--- src/rtl/gol_pkg.sv ---
// Shared definitions for the Game-of-Life board row movers (SIPO window / PISO serializer).
// Holds the row geometry and the two-state block controller encoding.
package gol_pkg;

    localparam int ROW_W        = 20;
    localparam int ROWS_PER_BLK = 3;

    // Width of a word index; a 1-word block still needs one bit to carry idx.
    function automatic int idx_w(input int n);
        return (n > 1) ? $clog2(n) : 1;
    endfunction

    localparam int IDX_W = idx_w(ROWS_PER_BLK);

    typedef enum logic {
        IDLE = 1'b0,
        SEND = 1'b1
    } blk_state_e;

endpackage

--- src/rtl/super_piso.sv ---
// Parallel-in / serial-out block serializer with valid/ack handshake, word 0 first.
// Optional synchronous frame abort input enabled by defining SUPER_PISO_ABORT_EN.
module super_piso
    import gol_pkg::*;
#(
    parameter int  DW = ROW_W,
    parameter int  NW = ROWS_PER_BLK,
    localparam int IW = idx_w(NW)
) (
    input  logic             clk_50MHz_i,
    input  logic             rst_async_la_i,
`ifdef SUPER_PISO_ABORT_EN
    input  logic             abort_i,
`endif
    input  logic             load_i,
    input  logic [DW*NW-1:0] D_i,
    output logic             ready_o,
    output logic [DW-1:0]    Q_o,
    output logic             valid_o,
    input  logic             ack_i,
    output logic [IW-1:0]    idx_o,
    output logic             last_o
);

    blk_state_e         r_state;
    logic [DW*NW-1:0]   r_shift;
    logic [IW-1:0]      r_idx;

    logic               w_abort;
    logic               w_xfer;
    logic               w_load;
    logic               w_last;
    logic [DW*NW-1:0]   w_shifted;

`ifdef SUPER_PISO_ABORT_EN
    assign w_abort = abort_i;
`else
    assign w_abort = 1'b0;
`endif

    assign valid_o   = (r_state == SEND);
    assign w_last    = valid_o && (r_idx == IW'(NW - 1));
    assign w_xfer    = valid_o && ack_i;
    // Ready during the final transfer so the next block follows with no bubble.
    assign ready_o   = (r_state == IDLE) || (w_xfer && w_last);
    assign w_load    = load_i && ready_o && !w_abort;
    assign w_shifted = {{DW{1'b0}}, r_shift[DW*NW-1:DW]};

    assign Q_o    = r_shift[DW-1:0];
    assign idx_o  = r_idx;
    assign last_o = w_last;

    always_ff @(posedge clk_50MHz_i or negedge rst_async_la_i) begin
        if (!rst_async_la_i) begin
            r_state <= IDLE;
            r_shift <= '0;
            r_idx   <= '0;
        end else if (w_abort) begin
            r_state <= IDLE;
            r_shift <= '0;
            r_idx   <= '0;
        end else if (w_load) begin
            r_state <= SEND;
            r_shift <= D_i;
            r_idx   <= '0;
        end else if (w_xfer) begin
            // Zero fill leaves Q_o=0 once the last word has been shifted out.
            r_shift <= w_shifted;
            if (w_last) begin
                r_state <= IDLE;
                r_idx   <= '0;
            end else begin
                r_idx   <= r_idx + IW'(1);
            end
        end
    end

endmodule

--- config.mk ---
export PLATFORM = sky130hd
export DESIGN_NAME = super_piso
export DESIGN_NICKNAME = d
export VERILOG_FILES = /design/src/rtl/gol_pkg.sv /design/src/rtl/super_piso.sv
export SDC_FILE = /design/constraint.sdc
export NUM_CORES = 1
export LEC_CHECK = 0
export BUFFER_PORTS_ARGS = -buffer_cell sky130_fd_sc_hd__buf_4
export CELL_PAD_IN_SITES_DETAIL_PLACEMENT = 1
export CELL_PAD_IN_SITES_GLOBAL_PLACEMENT = 1
export CORE_MARGIN = 2
export CORE_UTILIZATION = 37
export DETAILED_ROUTE_END_ITERATION = 16
export PLACE_DENSITY = 0.75
export SYNTH_ARGS = -nofsm -noshare
export SYNTH_HDL_FRONTEND = slang
export SYNTH_SLANG_ARGS = --single-unit
--- constraint.sdc ---
create_clock -name clk_50MHz_i -period 1.3 [get_ports clk_50MHz_i]
set_input_delay 0.065 -clock clk_50MHz_i [delete_from_list [all_inputs] [get_ports clk_50MHz_i]]
set_output_delay 0.065 -clock clk_50MHz_i [all_outputs]
set_load 0.02 [all_outputs]
==> flow_metrics.tcl <==
set metrics [dict create \
    tritoncts "yes" \
    drc 0 \
    worst_setup_path_end_kind "flop" \
    r2r_end "r_shift[30]" \
    tightest_slew_ns 0.425 \
    fp-row-count 35 \
    cts.sinks 63 \
    via_count 3111 \
    yosys.area.top_type "dfrtp_1" \
    cts_made_buffers 9 \
    io_buffers 88 \
    synth_area_per_cell_sq_um 10.8 \
    startpoint "idx_o[0]" \
    insertion_delay_ns 0.34 \
    final.period_utilization 1.04 \
    htreeDepth 3 \
    r2r-start "idx_o[0]" \
    async_reset_ff_frac 1.00 \
    multi_input_area_sq_um 1660 \
    core_area_sq_um 9110 \
    worstPathArrival_ns 1.56 \
    netlist.area_leader.share 0.462 \
    relSlewSlack 0.717 \
    grt_usage 0.211 \
    ys_seq_area_frac 0.462 \
    synthCells 316 \
    synth_ff_type "dfrtp_1" \
    synth_most_common_cell "dfrtp_1" \
    post-place-ws_ns -0.0502 \
    ant_nets 0 \
    critPathLaunchType "flop" \
    fin_nets 486 \
    register_area_sq_um 1580 \
    p_leak_uw 0.00214 \
    cp_data_required_time_ns 1.51 \
    path_clk_slew_ns 0.09 \
    area.growth.synth_to_final_pct 41.9 \
    finalPower_uw 9200 \
    post_drt_wl_per_cell_um 20.4 \
    start_util 0.375 \
    power_density_nw_per_um2 1900 \
    dp.cells 485 \
    drtIter0Drc 147 \
    r2r_cells 4 \
    outcome "complete, but fails checks" \
    drive_gt1_frac 0.410 \
    synth_area_leaders "dfrtp_1 46%, mux2_2 6.6%, o221a_1 6.6%" \
    fp.dieH_um 100 \
    yosysWarnings 0 \
    hold_start "D_i[17]" \
    synthTopCellsByCount "63 x dfrtp_1, 44 x o21ai_0, 21 x buf_4" \
    layout.cells.non_filler 538 \
    grt_pass1_wl_mm 16.6 \
    insertedDiodeCount 0 \
    utilization 0.532 \
    min_period_ns 1.35 \
    holdPathStages 3 \
    critPathMaxFanout 8 \
    grt_max_degree 37 \
    tns_ns -1.02 \
    antenna_found_initial 0 \
    gp_congestion 0.786 \
    gr-total-overflow 0 \
    synth_cell_types 24 \
    ios 89 \
    synth_fp_nets 380 \
    final_hold_viol_count 0 \
    worstHoldEndpoint "r_shift[17]" \
    min_path_type "in2reg" \
    fill_cells 996 \
    ys_seq_elements 63 \
    synth_edf_count 0 \
    cts.path.max_buffers 2 \
    fp.dieW_um 100 \
    die-area_sq_um 10000 \
    setup_ws_ns -0.0501 \
    violations "setup timing" \
    root_buffer "clkbuf_8" \
    drv_cap 0 \
    vias_per_cell 5.78 \
    max_freq_mhz 741 \
    syn_area_sq_um 3410 \
    first_pass_iters 5 \
    dpl.hpwl_mm 7.18 \
    finClkSkew_ns 0.0204 \
    ir_drop_uv 651 \
    totalWireLength_mm 11.0 \
    finalSetupViolations 40 \
    grt_pass1_vias 3106 \
    crit_type "reg2reg" \
    rsz0062_at_grt "true" \
    reg2reg_slack_ns -0.05 \
    finalMaxSlewViolations 0 \
]
## layout make-up
type / count / share of cell area
inverter: 1 / 0.000775
multi-input combinational: 202 / 0.342
sequential: 63 / 0.326
timing repair buffer: 145 / 0.267
clock inverter: 4 / 0.00465
clock buffer: 12 / 0.0300
tap: 111 / 0.0287
## logic make-up after synthesis
logic type,after synthesis,share of synthesized area
multiplexers,40,0.125
buffers and inverters,52,0.0883
AND/OR/NAND/NOR,35,0.0517
flip-flops,63,0.462
AO/OA/AOI/OAI,126,0.273
## cell usage in the layout, fill, tap and decap left out
cell,Yosys,layout
o32ai_1,20,7
mux2i_1,20,20
and3b_1,3,2
o22ai_1,20,20
nor2_1,20,20
clkbuf_8,0,10
o21ai_2,0,1
or2_4,1,2
clkinv_2,0,3
nand2_1,3,1
inv_1,1,1
clkbuf_16,0,1
mux2_2,20,20
and3b_2,0,1
buf_12,0,7
nand2_2,0,2
dfrtp_2,0,3
clkinvlp_4,0,1
o21ai_0,44,43
buf_4,21,101
o32ai_2,0,13
buf_6,2,9
a22o_1,20,20
nand4b_1,1,1
nor2b_1,2,2
o21ai_1,1,1
nand3b_1,1,1
dlygate4sd3_1,0,27
clkbuf_1,18,2
o221a_1,20,20
nor3b_1,1,1
nand2b_1,3,3
dfrtp_1,63,60
o21a_4,0,1
## worst max path at each step
| stage | endpoint | slack (ns) |
|---|---|---|
| final | r_shift[30] | -0.05 |
| after global placement | r_shift[3] | 0.03 |
| after global routing | r_shift[12] | -0.12 |
| after detailed placement | r_shift[29] | -0.05 |
| after floorplan | r_shift[20] | -0.05 |
| after CTS | r_shift[30] | -0.04 |
## registers in the layout, summed over array words and instances (netlist names)
name	flops
idx_o	2
r_shift	60
valid_o	1
## layer usage
metal | global-route usage | vias to the layer above | wire length (um)
met2 | 0.331 | 87 | 5300
met4 | 0.0759 | 0 | 151
li1 | - | 1418 | -
met1 | 0.302 | 1596 | 5040
met3 | 0.0258 | 10 | 478
met5 | 0 | - | 0
## where the power goes
part           switching (uW)  total, uW  internal (uW)
Combinational            1990       4150           2160
Clock                     781       1520            737
Sequential                793       3540           2750
## critical path, cell delays in order, from the launching register on
cell and delay (ns):
dfrtp_2 0.41, nand4b_1 0.23, buf_6 0.19, clkbuf_16 0.16
o221a_1 0.24
## through the flow
step                      hold WS (ns)  cell area, sq um
after floorplan                 -0.231              3420
after global placement          0.0269              4150
after detailed placement        0.0302              4150
after CTS                     0.000994              4700
after global routing           0.00372              4840
final                          0.00362              4840
## what timing repair did
item,in CTS,in global routing
gates resized for setup,13,21
hold endpoints to repair,57,1
hold buffers,26,1
setup endpoints to repair,47,64
gates cloned,0,2
pin swaps,21,5
buffers inserted,8,3
Note: power is estimated with default switching activity, not from simulation.
